--- config.mk ---
export PLATFORM = sky130hd
export DESIGN_NAME = rr_reg_arbiter_flat
export DESIGN_NICKNAME = d
export VERILOG_FILES = /design/src/rtl/rr_reg_arbiter_pkg.sv /design/src/rtl/rr_reg_arbiter_if.sv /design/src/rtl/rr_reg_arbiter_pick.sv /design/src/rtl/rr_reg_arbiter.sv /design/src/flat_wrapper.sv
export SDC_FILE = /design/constraint.sdc
export NUM_CORES = 1
export LEC_CHECK = 0
export ABC_AREA = 1
export BUFFER_PORTS_ARGS = -buffer_cell sky130_fd_sc_hd__buf_2
export CORE_MARGIN = 4
export CORE_UTILIZATION = 42
export DETAILED_ROUTE_END_ITERATION = 10
export PLACE_DENSITY_LB_ADDON = 0.15
export SYNTH_ARGS = -nofsm -noshare
export SYNTH_HDL_FRONTEND = slang
export SYNTH_SLANG_ARGS = --single-unit
--- constraint.sdc ---
create_clock -name i_clk -period 2.05 [get_ports i_clk]
set_clock_uncertainty 0.05 [all_clocks]
set_input_delay 0.3075 -clock i_clk [delete_from_list [all_inputs] [get_ports i_clk]]
set_output_delay 0.3075 -clock i_clk [all_outputs]
set_load 0.01 [all_outputs]
--- src/rtl/rr_reg_arbiter_pkg.sv ---
// Shared types and default parameters for the round-robin register arbiter.
package rr_reg_arbiter_pkg;

    localparam int unsigned DEF_N_REQ    = 4;
    localparam int unsigned DEF_WIDTH    = 6;
    localparam int unsigned DEF_MAX_HOLD = 8;

    typedef enum logic [0:0] {
        IDLE = 1'b0,
        OWN  = 1'b1
    } state_t;

endpackage

--- src/rtl/rr_reg_arbiter_if.sv ---
// Request/grant/register bus between the requesters and the arbiter.
interface rr_reg_arbiter_if
    import rr_reg_arbiter_pkg::*;
#(
    parameter int unsigned N_REQ = DEF_N_REQ,
    parameter int unsigned WIDTH = DEF_WIDTH
);
    localparam int unsigned IDX_W = $clog2(N_REQ);

    logic [N_REQ-1:0]       i_req;
    logic [N_REQ*WIDTH-1:0] i_data;
    logic [N_REQ-1:0]       o_gnt;
    logic [IDX_W-1:0]       o_owner;
    logic [WIDTH-1:0]       o_q;
    logic                   o_busy;

    modport master (
        output i_req, i_data,
        input  o_gnt, o_owner, o_q, o_busy
    );

    modport slave (
        input  i_req, i_data,
        output o_gnt, o_owner, o_q, o_busy
    );
endinterface

--- src/rtl/rr_reg_arbiter_pick.sv ---
// Wrapping priority search: first set request bit at or above ptr, modulo N_REQ.
module rr_pick
    import rr_reg_arbiter_pkg::*;
#(
    parameter int unsigned N_REQ = DEF_N_REQ,
    localparam int unsigned IDX_W = $clog2(N_REQ)
) (
    input  logic [N_REQ-1:0] req,
    input  logic [IDX_W-1:0] ptr,
    output logic [N_REQ-1:0] pick,
    output logic [IDX_W-1:0] idx
);

    always_comb begin
        int unsigned cand;
        logic        found;
        pick  = '0;
        idx   = '0;
        found = 1'b0;
        cand  = 0;
        for (int unsigned i = 0; i < N_REQ; i++) begin
            cand = int'(ptr) + i;
            if (cand >= N_REQ) cand = cand - N_REQ;
            if (!found && req[IDX_W'(cand)]) begin
                found                = 1'b1;
                pick[IDX_W'(cand)]   = 1'b1;
                idx                  = IDX_W'(cand);
            end
        end
    end

endmodule

--- src/rtl/rr_reg_arbiter.sv ---
// Round-robin arbiter owning a shared register; the owner writes it every cycle it
// keeps its request up, and is forced off after MAX_HOLD cycles if others wait.
module rr_reg_arbiter
    import rr_reg_arbiter_pkg::*;
#(
    parameter int unsigned N_REQ    = DEF_N_REQ,
    parameter int unsigned WIDTH    = DEF_WIDTH,
    parameter int unsigned MAX_HOLD = DEF_MAX_HOLD
) (
    input  logic                i_clk,
    input  logic                i_rst,
    rr_reg_arbiter_if.slave     bus
);

    localparam int unsigned IDX_W = $clog2(N_REQ);
    localparam int unsigned HC_W  = (MAX_HOLD > 1) ? $clog2(MAX_HOLD) : 1;

    state_t             state;
    logic [N_REQ-1:0]   gnt;
    logic [IDX_W-1:0]   owner;
    logic               busy;
    logic [IDX_W-1:0]   ptr;
    logic [HC_W-1:0]    hold_cnt;
    logic [WIDTH-1:0]   q;

    logic [N_REQ-1:0]   pick_c;
    logic [IDX_W-1:0]   pick_idx_c;
    logic               start_c;
    logic               owner_req_c;
    logic               others_c;
    logic               at_limit_c;
    logic               release_c;
    logic               write_c;

    rr_pick #(.N_REQ(N_REQ)) u_pick (
        .req  (bus.i_req),
        .ptr  (ptr),
        .pick (pick_c),
        .idx  (pick_idx_c)
    );

    // Decisions for this edge; dropping the request wins over forced release.
    always_comb begin
        start_c     = 1'b0;
        owner_req_c = 1'b0;
        others_c    = 1'b0;
        at_limit_c  = 1'b0;
        release_c   = 1'b0;
        write_c     = 1'b0;
        if (state == IDLE) begin
            start_c = |bus.i_req;
        end else begin
            owner_req_c = bus.i_req[owner];
            others_c    = |(bus.i_req & ~gnt);
            at_limit_c  = (hold_cnt == HC_W'(MAX_HOLD - 1));
            write_c     = owner_req_c;
            release_c   = !owner_req_c || (at_limit_c && others_c);
        end
    end

    always_ff @(posedge i_clk or negedge i_rst) begin
        if (!i_rst) begin
            state <= IDLE;
            gnt   <= '0;
            owner <= '0;
            busy  <= 1'b0;
        end else begin
            case (state)
                IDLE: if (start_c) begin
                    state <= OWN;
                    gnt   <= pick_c;
                    owner <= pick_idx_c;
                    busy  <= 1'b1;
                end
                OWN: if (release_c) begin
                    state <= IDLE;
                    gnt   <= '0;
                    owner <= '0;
                    busy  <= 1'b0;
                end
                default: begin
                    state <= IDLE;
                    gnt   <= '0;
                    owner <= '0;
                    busy  <= 1'b0;
                end
            endcase
        end
    end

    // Next search starts just above whoever leaves.
    always_ff @(posedge i_clk or negedge i_rst) begin
        if (!i_rst) begin
            ptr <= '0;
        end else if (release_c) begin
            ptr <= (owner == IDX_W'(N_REQ - 1)) ? '0 : owner + IDX_W'(1);
        end
    end

    always_ff @(posedge i_clk or negedge i_rst) begin
        if (!i_rst) begin
            hold_cnt <= '0;
        end else if (start_c) begin
            hold_cnt <= '0;
        end else if (state == OWN && !at_limit_c) begin
            hold_cnt <= hold_cnt + HC_W'(1);
        end
    end

    always_ff @(posedge i_clk or negedge i_rst) begin
        if (!i_rst) begin
            q <= '0;
        end else if (write_c) begin
            q <= bus.i_data[int'(owner)*WIDTH +: WIDTH];
        end
    end

    assign bus.o_gnt   = gnt;
    assign bus.o_owner = owner;
    assign bus.o_q     = q;
    assign bus.o_busy  = busy;

endmodule

--- src/flat_wrapper.sv ---
// flat-port wrapper written by rule: the top's interface ports become plain ports
module rr_reg_arbiter_flat import rr_reg_arbiter_pkg::*;
#(
    parameter int unsigned N_REQ    = DEF_N_REQ,
    parameter int unsigned WIDTH    = DEF_WIDTH,
    parameter int unsigned MAX_HOLD = DEF_MAX_HOLD
)
  (i_clk, i_rst, bus_i_req, bus_i_data, bus_o_gnt, bus_o_owner, bus_o_q, bus_o_busy);
  rr_reg_arbiter_if #(.N_REQ(N_REQ), .WIDTH(WIDTH)) bus_i ();
  input  logic i_clk;
  input  logic i_rst;
  input wire logic [$bits(bus_i.i_req)-1:0] bus_i_req;
  input wire logic [$bits(bus_i.i_data)-1:0] bus_i_data;
  output wire logic [$bits(bus_i.o_gnt)-1:0] bus_o_gnt;
  output wire logic [$bits(bus_i.o_owner)-1:0] bus_o_owner;
  output wire logic [$bits(bus_i.o_q)-1:0] bus_o_q;
  output wire logic [$bits(bus_i.o_busy)-1:0] bus_o_busy;
  assign bus_i.i_req = bus_i_req;
  assign bus_i.i_data = bus_i_data;
  assign bus_o_gnt = bus_i.o_gnt;
  assign bus_o_owner = bus_i.o_owner;
  assign bus_o_q = bus_i.o_q;
  assign bus_o_busy = bus_i.o_busy;
  rr_reg_arbiter #(.N_REQ(N_REQ), .WIDTH(WIDTH), .MAX_HOLD(MAX_HOLD)) u_core (.i_clk(i_clk), .i_rst(i_rst), .bus(bus_i));
endmodule
==> run_results.csv, run 1 <==
group,metric,value,unit
outcome,status,"complete, no violations",
place,place_ws,0.277,ns
finish,area_delta_synth_final,19.7,%
cts,clk_latency,0.26,ns
cts,cts.sinks,19,
logic_synthesis,ys_async_sr_fraction,100,%
logic_synthesis,yosys_warnings,0,
timing,worst_pin_slew,0.415,ns
critical_path,cp-end-kind,"register",
logic_synthesis,synth_top_area_share,30.6,%
pwr,p_leak,0.982,nW
critical_path,critical_path_depth,10,
route,vias,1540,
timing,fin_ws,0.278,ns
critical_path,worstPathMaxFanout,7,
route,dr.pass1.iters,4,
global_routing,grt_max_degree,20,
finish,diodes,0,
critical_path,cpLargestDelayFamily,"simple AND/OR/NAND/NOR gates",
finish,fin_nets,293,
global_routing,grt_pass1_vias,1350,
floorplan,die_y,68.8,um
logic_synthesis,synthCells,207,
critical_path,r2r_cells,10,
pwr,powerDensity,1540,nW/um^2
pwr,ir_drop,0.710,mV
global_routing,gr-total-overflow,0,
logic_synthesis,synth.most_common_cell,"nand2_1",
route,wl,3850,um
logic_synthesis,syn_nets,248,
critical_path,cp_data_required_time,2.16,ns
critical_path,crit_path_top_delay_cell,"dfrtp_1",
route,first_iter_violations,56,
logic_synthesis,synth-edff-count,0,
cts,ctsResizeCount,0,
route,drc,0,
logic_synthesis,ys_seq_area_share,30.6,%
logic_synthesis,synth_seq_cells,19,
logic_synthesis,ys_top_cells_by_area,"dfrtp_1 31%, nand2_1 12%, ha_1 8.9%, nand3_1 8.7%, nor2_1 5.8%",
critical_path,crit_start,"u_core.ptr[1]$_DFFE_PN0P_",
timing,finalHoldViolations,0,
critical_path,worst-path-buf-inv,2,
cts,clockBufferDepth,2,
timing,tns,0,ns
cts,clk_pin_slew,0.07,ns
critical_path,critPathMaxStageDelay,0.39,ns
route,routed_via_density,5.19,
critical_path,crit_arrival,1.88,ns
floorplan,core,3440,sq um
timing,setup_viol,0,
timing,drv_slew,0,
logic_synthesis,syn_area,1550,sq um
cts,postCtsSetupRepairBufs,0,
flow_run,drv_cap,0,
critical_path,path_cells,"inv_2 -> ha_1 -> inv_1 -> nand3_1 -> nand2_1 -> nor2_2 -> a21boi_0 -> nand3_1 -> nand2_1 -> nand2_1",
finish,layout-drive-gt1-share,30.7,%
place,place_congestion,0.895,
hold_path,min_path_type,"input port to register",
critical_path,r2r_start,"u_core.ptr[1]$_DFFE_PN0P_",
logic_synthesis,synth.distinct_cells,31,
logic_synthesis,syn_area_per_cell,7.50,sq um
timing,slew_headroom,72.3,%
logic_synthesis,ys.flop_type,"dfrtp_1",
critical_path,cp-start-kind,"register",
timing,max_freq,0.564,GHz
cts,cts_tree,"yes",
floorplan,die_x,68.8,um
route,wl_per_cell,12.9,um
logic_synthesis,synth_common_cells,"48 x nand2_1, 27 x nand3_1, 24 x nor2_1",
hold_path,min_from,"bus_i_data[11]",
route,antenna_left,0,
global_routing,grt_pass1_wl,5890,um
cts,cts_made_buffers,3,
timing,finalCriticalPeriod,1.77,ns
timing,rsz0062_at_grt,"no",
floorplan,initial_core_util,45.1,%
floorplan,io_pins,43,
place,port_buffers,42,
global_routing,grtUsageTotal,16.8,%
global_routing,antenna_found_initial,0,
hold_path,holdPathStages,5,
cts,cts_htree_levels,1,
logic_synthesis,yosys.area.top_type,"dfrtp_1",
cts,clockRootBuffer,"clkbuf_8",
floorplan,rows,21,
timing,period_share,86.4,%
floorplan,die_area,4730,sq um
place,dp_hpwl,3050,um
critical_path,crit_top_cell,"nand2_1",
finish,nFillCells,344,
critical_path,path_class,"register to register",
-- final cells by class --
type / count / area, sq um / area share [%]
repair buffers: 47 / 250 / 13.5
clock inverters: 1 / 5.00 / 0.269
flip-flops and latches: 19 / 475 / 25.6
well taps: 46 / 57.6 / 3.10
multi-input cells: 169 / 978 / 52.7
inverters: 12 / 50.0 / 2.69
clock buffers: 3 / 41.3 / 2.22
-- path summary, 6_finish.rpt --
kind / to / slack [ns]
hold reg to reg: u_core.bus.o_q[3]$_DFFE_PN0P_ / 0.43
min in group asynchronous: u_core.bus.o_q[2]$_DFFE_PN0P_ / 0.45
max in group asynchronous: u_core.hold_cnt[1]$_DFFE_PN0P_ / 1.20
setup reg to reg: u_core.bus.o_owner[1]$_DFFE_PN0P_ / 0.28
setup / recovery: u_core.bus.o_owner[1]$_DFFE_PN0P_ / 0.28
hold / removal: u_core.bus.o_q[5]$_DFFE_PN0P_ / 0.41
-- registers in the layout, indices dropped and copies added (netlist names) --
register	flops
u_core.bus.o_busy	1
u_core.bus.o_gnt	4
u_core.bus.o_owner	2
u_core.bus.o_q	6
u_core.hold_cnt	3
u_core.ptr	2
u_core.state	1
-- worst register-to-register path, cell delays in order (launching register included) --
cell      delay [ns]
dfrtp_1         0.39
inv_2           0.16
ha_1            0.30
inv_1           0.11
nand3_1         0.08
nand2_1         0.11
nor2_2          0.09
a21boi_0        0.17
nand3_1         0.09
nand2_1         0.08
nand2_1         0.05
-- layout by cell type (no fill, tap or decap) --
cell type | synthesis | layout
o32ai_1 | 6 | 6
o22ai_4 | 1 | 1
inv_1 | 7 | 7
nor2_8 | 1 | 1
clkbuf_8 | 0 | 3
dlygate4sd3_1 | 0 | 1
a22o_1 | 2 | 2
nand3_1 | 27 | 27
nand3_2 | 1 | 1
a21boi_0 | 5 | 5
nor2_1 | 24 | 24
or2_2 | 1 | 1
nand2_4 | 1 | 1
nand2_2 | 9 | 9
o21ai_2 | 4 | 4
ha_1 | 11 | 11
a21oi_1 | 6 | 6
o21ai_1 | 2 | 2
nand4_1 | 4 | 4
o22ai_1 | 2 | 2
nor2_2 | 2 | 2
clkinv_2 | 0 | 1
a21oi_2 | 1 | 1
o31ai_1 | 1 | 1
buf_2 | 3 | 42
inv_6 | 1 | 1
dfrtp_1 | 19 | 19
o21ai_0 | 9 | 9
inv_2 | 4 | 4
nand3_4 | 1 | 1
buf_4 | 1 | 4
nand2_1 | 48 | 48
-- metrics by stage --
step / utilization (%) / power [mW] / hold WS, ns / instance area (sq um) / std cells
floorplan: - / 2.17 / -0.0381 / 1550 / 207
global placement: 52.3 / 2.62 / 0.214 / 1800 / 292
detailed placement: 52.3 / 2.62 / 0.218 / 1800 / 292
CTS: 54.0 / 2.88 / 0.415 / 1860 / 297
global route: 54.0 / 3.15 / 0.436 / 1860 / 297
finish: 54.0 / 2.86 / 0.414 / 1860 / 297
-- report_power, final --
group          internal, mW  switching (mW)  leakage (nW)
logic                 0.701            1.22         0.719
registers             0.543           0.136         0.238
clock network         0.135           0.127        0.0255
-- cell families (layout without fill, tap and decap cells) --
| kind of cell | Yosys count | count (layout) | share of synthesized area [%] |
|---|---|---|---|
| buf+inv | 19 | 63 | 6.37 |
| compound gates | 39 | 39 | 17.8 |
| flops | 19 | 19 | 30.6 |
| fa+ha+maj | 11 | 11 | 8.86 |
| simple gates | 119 | 119 | 36.3 |
-- layer usage --
layer | routed length, um | GRT usage, % | vias up | share of wire (%)
met2 | 1670 | 28.1 | 62 | 44
met5 | 0 | 0 | - | 0
met4 | 89 | 5.60 | 0 | 2.3
met3 | 355 | 4.54 | 8 | 9.2
li1 | - | - | 797 | -
met1 | 1730 | 20.8 | 673 | 45
-- timing repair --
item                       in CTS  in global routing
setup endpoints to repair       0                  0
hold endpoints to repair       19                  0
hold buffers                    1                  0
No activity file was read; power rests on OpenSTA's default activity.
==> inputs of run 2 (changes only) <==
--- a/config.mk
+++ b/config.mk
@@ -5,7 +5,6 @@
 export SDC_FILE = /design/constraint.sdc
 export NUM_CORES = 1
 export LEC_CHECK = 0
-export ABC_AREA = 1
 export BUFFER_PORTS_ARGS = -buffer_cell sky130_fd_sc_hd__buf_2
 export CORE_MARGIN = 4
 export CORE_UTILIZATION = 42
==> run_results.csv, run 2 <==
group,metric,value,unit
timing,setup_viol,4,
place,place_inst,208,
timing,fin_hold_ws,0.398,ns
timing,finalHoldViolations,0,
pwr,seqPwrFrac,25.6,%
route,antenna_left,0,
route,routed_via_density,5.73,
finish,nFillCells,285,
logic_synthesis,synth_seq_cells,19,
logic_synthesis,ys_seq_area_share,33.8,%
logic_synthesis,synth_top_area_share,33.8,%
route,vias,1243,
critical_path,critPathMaxStageDelay,0.60,ns
place,place_congestion,0.778,
logic_synthesis,synth.most_common_cell,"dfrtp_1",
timing,finalCriticalPeriod,2.07,ns
cts,clk_pin_slew,0.10,ns
global_routing,antenna_found_initial,0,
global_routing,grt_max_degree,20,
floorplan,die_x,65.8,um
logic_synthesis,ys_async_sr_fraction,100,%
logic_synthesis,ys_top_cells_by_area,"dfrtp_1 34%, mux4_2 14%, ha_1 9.8%, mux2_2 6.4%, a311o_1 4.3%",
cts,clockBufferDepth,2,
logic_synthesis,synth-simple-area-share,10.9,%
finish,final_common_cell,"buf_2",
logic_synthesis,synth.distinct_cells,32,
outcome,status,"finished, violations left",
logic_synthesis,syn_area,1410,sq um
cts,cts_made_buffers,3,
logic_synthesis,synth_common_cells,"19 x dfrtp_1, 11 x ha_1, 9 x inv_1, 9 x mux4_2",
pwr,netSwitchingFraction,42.9,%
route,wl,3630,um
critical_path,crit_start,"u_core.ptr[0]$_DFFE_PN0P_",
timing,rsz0062_at_grt,"yes",
cts,clk_latency,0.29,ns
critical_path,worst-path-buf-inv,1,
finish,area_delta_synth_final,29.2,%
pwr,p_leak,0.866,nW
pwr,powerDensity,1530,nW/um^2
floorplan,core,3130,sq um
logic_synthesis,ys.flop_type,"dfrtp_1",
pwr,power.share.clock,6.8,%
floorplan,rows,20,
hold_path,min_from,"bus_i_data[1]",
logic_synthesis,synthXorXnorAreaFrac,0,%
critical_path,cpLargestDelayFamily,"multiplexers",
critical_path,crit_arrival,2.21,ns
pwr,p_sw,1.19,mW
hold_path,min_path_type,"input port to register",
timing,drv_slew,0,
route,dr.pass1.iters,4,
finish,final_cell_mix,"42 x buf_2, 18 x dfrtp_1, 13 x buf_4",
logic_synthesis,syn_area_per_cell,11.7,sq um
pwr,total_power,2.77,mW
floorplan,die_area,4330,sq um
critical_path,worstPathMaxFanout,6,
critical_path,crit_path_top_delay_cell,"mux4_1",
finish,fin_nets,215,
finish,layout-drive-gt1-share,50.9,%
cts,cts_htree_levels,1,
flow_run,drv_cap,0,
outcome,failed_checks,"negative setup slack",
global_routing,grt_pass1_wl,5880,um
place,dp_hpwl,2770,um
timing,period_share,101,%
pwr,ir_drop,0.710,mV
cts,cts_tree,"yes",
logic_synthesis,yosys_warnings,0,
route,drc,0,
global_routing,grtUsageTotal,17.8,%
logic_synthesis,syn_nets,161,
place,port_buffers,42,
logic_synthesis,synth_adder_area_share,9.80,%
critical_path,path_class,"register to register",
finish,postLayoutCoreUtil,58.0,%
floorplan,io_pins,43,
timing,max_freq,0.483,GHz
critical_path,cp_data_required_time,2.19,ns
critical_path,r2r_start,"u_core.ptr[0]$_DFFE_PN0P_",
route,first_iter_violations,46,
logic_synthesis,synthCells,120,
timing,worst_pin_slew,0.564,ns
logic_synthesis,yosys.area.top_type,"dfrtp_1",
timing,tns,-0.0736,ns
logic_synthesis,synth_top_family_by_area,"multiplexers",
finish,final_area,1820,sq um
place,dpl_cell_area,1740,sq um
timing,slew_headroom,62.4,%
critical_path,path_cells,"buf_4 -> mux4_1 -> nand2b_4 -> nor3_4 -> and3_1 -> a311o_1",
pwr,power_frac_comb,67.6,%
floorplan,initial_core_util,44.9,%
route,wl_per_cell,16.7,um
finish,diodes,0,
logic_synthesis,yosys-mux-area-fraction,24.6,%
critical_path,cp-start-kind,"register",
cts,cts.sinks,19,
floorplan,die_y,65.8,um
finish,largest_reg_flops,6,
pwr,p_int,1.58,mW
cts,clockRootBuffer,"clkbuf_4",
critical_path,cp-end-kind,"register",
place,place_ws,-0.0153,ns
global_routing,grt_pass1_vias,1236,
timing,fin_ws,-0.0214,ns
global_routing,gr-total-overflow,0,
logic_synthesis,synth_compound_area_share,15.8,%
finish,stdcell_count,217,
logic_synthesis,synth-edff-count,0,
-- run 2: cell count changes in the layout (fill, tap and decap cells not counted), sizes merged, moves of 8 or more --
cell   before  now
buf        46   55
mux4        0   11
nand3      29    3
nor2       27    3
mux2        0    8
nand2      58    1
-- run 2: worst paths after layout --
path	endpoint	slack [ns]	depth (start not counted)
setup reg to reg	u_core.bus.o_gnt[3]$_DFFE_PN0P_	-0.02	6
setup / recovery	u_core.bus.o_gnt[3]$_DFFE_PN0P_	-0.02	6
hold reg to reg	u_core.bus.o_busy$_DFFE_PN0P_	0.44	1
hold / removal	u_core.bus.o_q[1]$_DFFE_PN0P_	0.40	3
min in group asynchronous	u_core.ptr[1]$_DFFE_PN0P_	0.42	2
max in group asynchronous	u_core.ptr[0]$_DFFE_PN0P_	1.20	2
-- run 2: worst reg2reg max path: stages (launching register included) --
cell and delay [ns]:
dfrtp_2 0.47, buf_4 0.15, mux4_1 0.61, nand2b_4 0.12, nor3_4 0.06, and3_1 0.19, a311o_1 0.31
-- run 2: cell families after synthesis --
family,count (synthesis)
AOI/OAI and AO/OA,30
and+or+nand+nor,25
muxes,19
DFF,19
buffers and inverters,16
adders and majority gates,11
-- run 2: cell type report --
type / count / area, sq um / share of cell area, %
clock buffers: 4 / 26.3 / 1.45
inverters: 9 / 36.3 / 2.00
multi-input cells: 85 / 903 / 49.8
flip-flops and latches: 19 / 477 / 26.3
well taps: 44 / 55.1 / 3.03
repair buffers: 56 / 318 / 17.5
-- run 2: power groups by stage --
stage | Sequential [mW] | Combinational, mW | Clock (mW)
floorplan | 0.739 | 1.23 | 0
global route | 0.742 | 2.04 | 0.220
global placement | 0.720 | 1.70 | 0
detailed placement | 0.728 | 1.76 | 0
finish | 0.710 | 1.87 | 0.189
CTS | 0.718 | 1.79 | 0.199
-- run 2: repair_timing --
action                                 in CTS  in global routing
setup endpoints to repair                   6                  6
pin swaps                                   0                  2
cloned                                      0                  0
endpoints found under the hold margin      19                  0
hold buffers                                1                  0
setup buffers                               1                  3
resized for setup                           0                  5
-- run 2: per-layer routing --
layer	vias up	GRT usage, %	wire (um)
li1	571	-	-
met1	632	23.3	1560
met2	36	29.7	1840
met3	4	4.93	203
met4	0	2.85	25
met5	-	0	0
